==> src/rtl/min_max_tracker.sv <==
// Streaming min/max tracker: consumes a valid/ready sample stream, tracks the
// running minimum and maximum of each frame with the index of their first
// occurrence, and emits one result beat per frame on a valid/ready output.
//
//   state | meaning
//   ------+-----------------------------------------------------------------
//   ACCUM | accepting samples; results registers hold the running frame
//   HOLD  | frame closed; result beat presented until out_ready handshake
module min_max_tracker #(
    parameter int WIDTH     = 8,
    parameter int FRAME_LEN = 16,
    parameter int IDXW      = (FRAME_LEN > 1) ? $clog2(FRAME_LEN) : 1,
    parameter int CNTW      = $clog2(FRAME_LEN + 1)
) (
    input  logic             clk,
    input  logic             rst,
    input  logic             in_valid,
    output logic             in_ready,
    input  logic [WIDTH-1:0] in_data,
    input  logic             in_last,
    input  logic             is_signed,
    output logic             out_valid,
    input  logic             out_ready,
    output logic [WIDTH-1:0] out_min,
    output logic [WIDTH-1:0] out_max,
    output logic [IDXW-1:0]  out_min_idx,
    output logic [IDXW-1:0]  out_max_idx,
    output logic [CNTW-1:0]  out_count,
    output logic             out_flat
);

    typedef enum logic {
        ACCUM = 1'b0,
        HOLD  = 1'b1
    } state_t;

    state_t            state_q, state_d;
    logic [CNTW-1:0]   count_q, count_d;
    logic [WIDTH-1:0]  min_q, min_d;
    logic [WIDTH-1:0]  max_q, max_d;
    logic [IDXW-1:0]   min_idx_q, min_idx_d;
    logic [IDXW-1:0]   max_idx_q, max_idx_d;
    logic              signed_q, signed_d;

    logic              accept;
    logic              first;
    logic              mode;
    logic              frame_end;
    logic              lt_min;
    logic              gt_max;
    logic [WIDTH:0]    data_ext;
    logic [WIDTH:0]    min_ext;
    logic [WIDTH:0]    max_ext;

    // Handshake qualifiers and signed/unsigned comparison against the running results
    always_comb begin
        in_ready  = (state_q == ACCUM) & ~rst;
        out_valid = (state_q == HOLD) & ~rst;
        accept    = in_valid & in_ready;
        first     = (count_q == '0);
        // First sample of a frame uses the live mode bit; it is latched for the rest.
        mode      = first ? is_signed : signed_q;
        // One extra bit: MSB-extended in signed mode, zero-extended otherwise.
        data_ext  = {mode & in_data[WIDTH-1], in_data};
        min_ext   = {mode & min_q[WIDTH-1], min_q};
        max_ext   = {mode & max_q[WIDTH-1], max_q};
        lt_min    = $signed(data_ext) < $signed(min_ext);
        gt_max    = $signed(data_ext) > $signed(max_ext);
        frame_end = accept & (in_last | (count_q == CNTW'(FRAME_LEN - 1)));
    end

    // Next-state logic for the frame FSM
    always_comb begin
        state_d = state_q;
        case (state_q)
            ACCUM:   if (frame_end) state_d = HOLD;
            HOLD:    if (out_ready) state_d = ACCUM;
            default: state_d = ACCUM;
        endcase
    end

    // Next-value logic for the result registers; only accepts update them
    always_comb begin
        count_d   = count_q;
        min_d     = min_q;
        max_d     = max_q;
        min_idx_d = min_idx_q;
        max_idx_d = max_idx_q;
        signed_d  = signed_q;
        if (accept) begin
            if (first) begin
                min_d     = in_data;
                max_d     = in_data;
                min_idx_d = '0;
                max_idx_d = '0;
                signed_d  = is_signed;
                count_d   = CNTW'(1);
            end else begin
                // Strict compares keep the earliest index on ties.
                if (lt_min) begin
                    min_d     = in_data;
                    min_idx_d = IDXW'(count_q);
                end
                if (gt_max) begin
                    max_d     = in_data;
                    max_idx_d = IDXW'(count_q);
                end
                count_d = count_q + CNTW'(1);
            end
        end
        if ((state_q == HOLD) && out_ready) begin
            count_d = '0;
        end
    end

    // State and result registers with synchronous reset
    always_ff @(posedge clk) begin
        if (rst) begin
            state_q   <= ACCUM;
            count_q   <= '0;
            min_q     <= '0;
            max_q     <= '0;
            min_idx_q <= '0;
            max_idx_q <= '0;
            signed_q  <= 1'b0;
        end else begin
            state_q   <= state_d;
            count_q   <= count_d;
            min_q     <= min_d;
            max_q     <= max_d;
            min_idx_q <= min_idx_d;
            max_idx_q <= max_idx_d;
            signed_q  <= signed_d;
        end
    end

    // Result outputs come straight from the registers
    always_comb begin
        out_min     = min_q;
        out_max     = max_q;
        out_min_idx = min_idx_q;
        out_max_idx = max_idx_q;
        out_count   = count_q;
        out_flat    = (min_q == max_q);
    end

endmodule

==> config.mk <==
export PLATFORM = sky130hd
export DESIGN_NAME = min_max_tracker
export DESIGN_NICKNAME = d
export VERILOG_FILES = /design/src/rtl/min_max_tracker.sv
export SDC_FILE = /design/constraint.sdc
export NUM_CORES = 1
export LEC_CHECK = 0
export ABC_AREA = 0
export CAP_MARGIN = 20
export CORE_MARGIN = 5
export CORE_UTILIZATION = 55
export DETAILED_ROUTE_END_ITERATION = 16
export DONT_BUFFER_PORTS = 1
export PLACE_DENSITY = 0.68
export SLEW_MARGIN = 20
export SYNTH_ARGS = -nofsm -noshare
export SYNTH_HDL_FRONTEND = slang
export SYNTH_SLANG_ARGS = --single-unit
export TNS_END_PERCENT = 10
==> constraint.sdc <==
create_clock -name clk -period 7.5 [get_ports clk]
set_clock_uncertainty 0.05 [all_clocks]
set_input_delay 1.125 -clock clk [delete_from_list [all_inputs] [get_ports clk]]
set_output_delay 1.125 -clock clk [all_outputs]
set_load 0.05 [all_outputs]
==> results of run 1 <==
cell usage in the layout (no fill, tap or decap), drive strengths merged, types with 2 or more instances in the layout:
| cell type | synthesis | layout |
|---|---|---|
| dfxtp | 31 | 31 |
| inv | 26 | 26 |
| ha | 18 | 18 |
| o31ai | 14 | 14 |
| nor2 | 14 | 14 |
| nand4 | 11 | 11 |
| xnor2 | 9 | 9 |
| nand2 | 9 | 9 |
| a21oi | 8 | 8 |
| or3b | 7 | 7 |
| o32ai | 6 | 6 |
| clkbuf | 5 | 6 |
| nor2b | 5 | 5 |
| nand3 | 5 | 5 |
| xor2 | 4 | 4 |
| a211oi | 4 | 4 |
| o21ai | 3 | 3 |
| and3 | 3 | 3 |
| nand2b | 2 | 2 |
| o211ai | 2 | 2 |
| nor3 | 2 | 2 |
| mux2 | 2 | 2 |
| mux2i | 2 | 2 |
layer usage:
layer  share of wire  GRT usage  wire, um  up-vias
met1            0.40      0.221      1740      713
met4           0.013     0.0819        58        0
li1                -          -         -      752
met5               0          0         0        -
met2            0.51      0.367      2200       38
met3           0.074     0.0715       320        7
logic make-up after synthesis:
| kind of cell | Yosys count |
|---|---|
| adders and majority gates | 18 |
| AOI/OAI and AO/OA | 45 |
| buffers and inverters | 34 |
| xor gates and xnor gates | 13 |
| muxes | 4 |
| and+or+nand+nor | 62 |
| DFF | 31 |
cell usage after synthesis:
cell type   n
a211o_1     1
a211oi_1    3
a211oi_2    1
a21o_1      1
a21oi_1     8
a22oi_1     1
a311oi_1    1
a31o_2      1
a31oi_1     1
and3_1      2
and3_2      1
buf_1       1
buf_2       1
buf_6       1
clkbuf_1    3
clkbuf_2    2
dfxtp_1    31
ha_1       18
inv_1      26
mux2_2      2
mux2i_1     2
nand2_1     9
nand2b_1    2
nand3_1     5
nand4_1    11
nor2_1     12
nor2_2      2
nor2b_1     5
nor3_1      2
nor4b_4     1
o211ai_1    2
o21ai_0     3
o221ai_1    1
o2bb2ai_1   1
o31ai_1    14
o32ai_1     6
or3_1       1
or3b_2      7
or4_1       1
or4b_1      1
xnor2_1     9
xor2_1      4
power by group through the flow:
stage               clock network (W)  logic (W)  registers [W]
floorplan                           0  0.0000789       0.000226
global placement                    0  0.0000911       0.000229
detailed placement                  0  0.0000930       0.000230
CTS                          0.000141  0.0000938       0.000226
global route                 0.000148   0.000105       0.000227
finish                       0.000137  0.0000933       0.000225
flip-flops by register name, indices dropped and copies added (netlist names):
| signal | flops |
|---|---|
| out_count | 5 |
| out_max | 8 |
| out_max_idx | 4 |
| out_min | 8 |
| out_min_idx | 4 |
| signed_q | 1 |
| state_q | 1 |
worst reg2reg max path, stage by stage (launching register included):
cell	delay [ns]
dfxtp_1	0.68
inv_1	0.14
ha_1	0.35
a21oi_1	0.19
o221ai_1	0.16
a211oi_1	0.58
a211oi_2	0.22
nor2_2	0.54
mux2_2	0.41
cell type report:
type	instances	area share
Inverter	26	0.0501
Clock inverter	2	0.0180
Timing Repair Buffer	1	0.00386
Multi-Input combinational cell	142	0.553
Clock buffer	6	0.0263
Sequential cell	31	0.319
Tap cell	46	0.0296
per-stage QoR:
stage | utilization | power (W) | cells | cell area [um^2]
after global routing | 0.593 | 0.000480 | 254 | 1950
final | 0.593 | 0.000455 | 254 | 1950
after CTS | 0.593 | 0.000460 | 254 | 1950
after detailed placement | 0.566 | 0.000322 | 246 | 1860
after global placement | 0.566 | 0.000321 | 246 | 1860
after floorplan | - | 0.000305 | 207 | 1840
worst min path at each step:
stage	startpoint	endpoint	slack, ns	cells past startpoint
floorplan	signed_q	signed_q	0.43	2
global placement	signed_q	signed_q	0.44	2
detailed placement	signed_q	signed_q	0.45	2
CTS	signed_q	signed_q	0.46	2
global route	signed_q	signed_q	0.50	2
finish	signed_q	signed_q	0.47	2
==> summary.txt, run 1 <==
top-area cell type share of the netlist area -> 0.338
PwrDens -> 234 nW/um^2
H-tree levels -> 2
mux cell area share after synthesis -> 0.0232
wire per inst -> 17.0 um
Placement Setup Slack -> 3.81 ns
FF-to-FF Start -> out_max[4]
routability cong. -> 0.883
main combinational cell family by area after synthesis -> simple AND/OR/NAND/NOR gates
clock share of power -> 0.300
multi-input logic area -> 1080 um^2
post-synthesis adder-cell area fraction -> 0.123
layout cells sized above 1 -> 0.115
buffers and inverters on the worst path -> 1
worst setup path end -> out_max_idx[3]
Clk Latency, worst-skew pair -> 0.33 ns
Simple-Gate Fraction of Synth Area -> 0.200
Crit Path Max Fanout -> 12
WP depth -> 8
Final Cycle Share -> 0.454
Worst R2R Setup Slack -> 4.10 ns
Reg area -> 621 um^2
port buffer count -> 0
drt pass-1 iters -> 4
Syn Area/Cell -> 8.87 um^2
DRC errors left -> 0
CP startpoint -> out_max[4]
worst setup margin -> 4.10 ns
clock root cell -> clkbuf_4
LEAKAGE -> 0.729 nW
via count -> 1510
antenna-violating nets left -> 0
maximum VDD drop -> 171 uV
initial antenna violation count -> 0
critical path capture point type -> register
Area Overhead vs Synth -> 5.99%
post-synth top area cell -> dfxtp_1
Slew @ Worst Pin -> 0.986 ns
slew margin rel. -> 0.342
class of the worst hold path -> reg -> reg
Cell variety after synth -> 42
core area -> 3280 um^2
Chip Height -> 67.8 um
first-pass GRT wire length -> 7010 um
Seq pwr share -> 0.495
Worst Path Required -> 7.68 ns
WL final -> 4310 um
TritonCTS clock tree -> built
Tot GR Track Use -> 0.206
sw frac -> 0.359
total gr overflow -> 0
Int Pwr -> 0.000292 W
final hold slack -> 0.472 ns
combinational power share -> 0.205
post-detail-place hpwl -> 3280 um
Sink Count -> 31
Hold Buf Count CTS -> 0
worst-path cell chain -> inv_1 > ha_1 > a21oi_1 > o221ai_1 > a211oi_1 > a211oi_2 > nor2_2 > mux2_2
post-synthesis cell area -> 1840 um^2
Seq/Total Area, Yosys -> 0.338
Area contributors post-synth -> dfxtp_1 34%, ha_1 12%, o31ai_1 5.7%
Max Buffers Root-to-Sink -> 2
Critical R2R Capture -> out_max_idx[3]
die width -> 67.8 um
fin nets -> 239
Cells after Synth -> 207
CTS resizes -> 0
Worst Path Arrival -> 3.58 ns
Net Switching -> 0.000163 W
xor/xnor cell area share of the yosys netlist -> 0.0620
DIE AREA -> 4600 um^2
Via density -> 5.94
CP peak stage delay -> 0.68 ns
unrepaired setup endpoints after global routing -> false
Num CTS Buffers -> 5
Post-CTS Setup Bufs -> 0
row count -> 21
Top delay family on crit path -> compound AO/OA/AOI/OAI gates
slowest stage cell, crit path -> dfxtp_1
# IOs -> 46
#FFs+latches synth -> 31
largest net degree at the start of global routing -> 30
path depth of the worst reg2reg path -> 8
Startpoint Class -> register
register clock-pin slew on the reported worst setup and hold paths -> 0.10 ns
outcome -> finished, final reports clean
syn nets -> 239
Synthesis Warnings -> 0
number of max-cap violations -> 0
vias in the first global route -> 1520
# diodes -> 0
fillers -> 309
crit path time final -> 3.40 ns
Slew Limit Fails -> 0
Final Hold Vio Count -> 0
Sum Neg Setup Slack -> 0 ns
compound-cell area share of the yosys netlist -> 0.178
initial drt markers -> 38
Initial Utilization -> 0.559
Fmax -> 0.294 GHz
Final setup viols -> 0
Crit Path Class -> reg -> reg
No activity file was read; power rests on OpenSTA's default activity.
==> inputs of run 2 (changes only) <==
Clock period 7.5 ns to 3.53 ns, I/O delays scaled along.
==> run 2 against run 1 <==
Final cell count is 7.9% higher. Register-to-register slack worse by 3.4 ns. Largest power group unchanged. Die area stayed put. Total power is 120% higher. Clock-buffer cell count stayed put. Combinational power grew to 3.4 times the previous value. Non-clock buffer count is 20 higher. Fmax is 18% higher. Highest routed layer unchanged. Largest cell class unchanged. Sequential share of layout area is 2.3 points lower.
==> summary.txt, run 2 (same netlist as run 1, synthesis figures left out) <==
post-detail-place hpwl -> 3550 um (+8.2%)
Final setup viols -> 0 (unchanged)
Initial Utilization -> 0.559 (unchanged)
CTS resizes -> 0 (unchanged)
Chip Height -> 67.8 um (unchanged)
most used cells in the layout excluding fill and tap cells -> 31 x dfxtp_1, 26 x inv_1, 21 x buf_4
Placed Area -> 2010 um^2 (+8.1%)
Sink Count -> 31 (unchanged)
Crit Path Class -> reg -> reg
Final Cycle Share -> 0.814 (+0.361)
Startpoint Class -> register
fillers -> 283 (-8.4%)
Num CTS Buffers -> 5 (unchanged)
Worst Path Required -> 3.72 ns (-3.96 ns)
Clk Latency, worst-skew pair -> 0.35 ns (+0.02 ns)
class of the worst hold path -> in -> reg
Crit Path Max Fanout -> 12 (unchanged)
total gr overflow -> 0 (unchanged)
Hold Buf Count CTS -> 0 (unchanged)
Tot GR Track Use -> 0.225 (+0.0188)
Worst Path Arrival -> 3.07 ns (-0.51 ns)
slew margin rel. -> 0.331 (-0.0104)
Reg area -> 621 um^2 (unchanged)
# diodes -> 0 (unchanged)
Slew Limit Fails -> 0 (unchanged)
outcome -> finished, final reports clean
crit path time final -> 2.88 ns (-0.526 ns)
Max Buffers Root-to-Sink -> 2 (unchanged)
initial drt markers -> 145 (+280%)
clock root cell -> clkbuf_4
core area -> 3280 um^2 (unchanged)
initial antenna violation count -> 0 (unchanged)
largest net degree at the start of global routing -> 30 (unchanged)
antenna-violating nets left -> 0 (unchanged)
vias in the first global route -> 1713 (+13%)
PwrDens -> 482 nW/um^2 (+110%)
layout cells sized above 1 -> 0.193 (+0.0776)
# IOs -> 46 (unchanged)
Area Overhead vs Synth -> 14.2%
DRC errors left -> 0 (unchanged)
maximum VDD drop -> 231 uV (+35%)
Fmax -> 0.348 GHz (+18%)
first-pass GRT wire length -> 7660 um (+9.3%)
wire per inst -> 16.7 um (-1.8%)
critical path capture point type -> register
final hold slack -> 0.214 ns (-0.258 ns)
register clock-pin slew on the reported worst setup and hold paths -> 0.10 ns (about the same)
unrepaired setup endpoints after global routing -> false
Final Power -> 0.00101 W (+120%)
number of max-cap violations -> 0 (unchanged)
DIE AREA -> 4600 um^2 (unchanged)
die width -> 67.8 um (unchanged)
Via density -> 5.88 (-1.1%)
row count -> 21 (unchanged)
cell area after layout -> 2100 um^2 (+7.7%)
LEAKAGE -> 0.835 nW (+15%)
Slew @ Worst Pin -> 1.00 ns (+0.0156 ns)
H-tree levels -> 2 (unchanged)
port buffer count -> 0 (unchanged)
WL final -> 4570 um (+5.9%)
final cell count without fillers -> 274 (+7.9%)
fin nets -> 259 (+8.4%)
Sum Neg Setup Slack -> 0 ns (unchanged)
most common cell after layout, fill and taps aside -> dfxtp_1
TritonCTS clock tree -> built
routability cong. -> 0.879 (-0.49%)
Post-CTS Setup Bufs -> 0 (unchanged)
drt pass-1 iters -> 6 (+2)
via count -> 1611 (+6.7%)
Placed Cells incl. Taps -> 266 (+8.1%)
multi-input logic area -> 1080 um^2 (unchanged)
Final Hold Vio Count -> 0 (unchanged)
==> run 2: cell count changes in the layout (fill, tap and decap cells not counted) <==
| cell | before | now |
|---|---|---|
| buf_4 | 1 | 21 |
==> run 2: area by class of cell <==
cell class,count,share of cell area
Inverter,26,0.0465
Multi-Input combinational cell,142,0.514
Timing Repair Buffer,21,0.0752
Clock inverter,2,0.0167
Sequential cell,31,0.296
Clock buffer,6,0.0245
Tap cell,46,0.0274
==> run 2: power breakdown <==
part	total (W)	internal [W]	switching (W)
registers	0.000391	0.000373	0.0000180
logic	0.000319	0.000106	0.000213
clock network	0.000301	0.000167	0.000133
total	0.00101	0.000646	0.000364
==> run 2: metal layers <==
metal / vias up / global-route usage / share of wire
met1: 759 / 0.252 / 0.39
met3: 15 / 0.0865 / 0.080
met4: 0 / 0.102 / 0.027
met5: - / 0 / 0
li1: 785 / - / -
met2: 52 / 0.375 / 0.50
==> run 2: path summary, 6_finish.rpt <==
| check | start | to | slack [ns] | depth (start not counted) |
|---|---|---|---|---|
| hold / removal | rst | signed_q | 0.21 | 1 |
| hold reg to reg | out_min[3] | out_min[3] | 0.44 | 2 |
| setup / recovery | out_count[4] | out_max_idx[2] | 0.65 | 6 |
| setup reg to reg | out_count[4] | out_max_idx[2] | 0.65 | 6 |
==> run 2: stage by stage <==
step / util / worst slack (ns)
2_1_floorplan: - / 0.696
3_3_place_gp: 0.612 / 0.622
3_5_place_dp: 0.612 / 0.540
4_1_cts: 0.638 / 0.655
5_1_grt: 0.638 / 0.431
6_report: 0.638 / 0.655
==> run 2: worst max-delay path: stages (launching register included) <==
cell and delay, ns:
dfxtp_1 0.74, or4b_1 0.38, nor2_1 0.09, or3_1 0.35, a31o_2 0.31, nor2_2 0.45
mux2_2 0.40
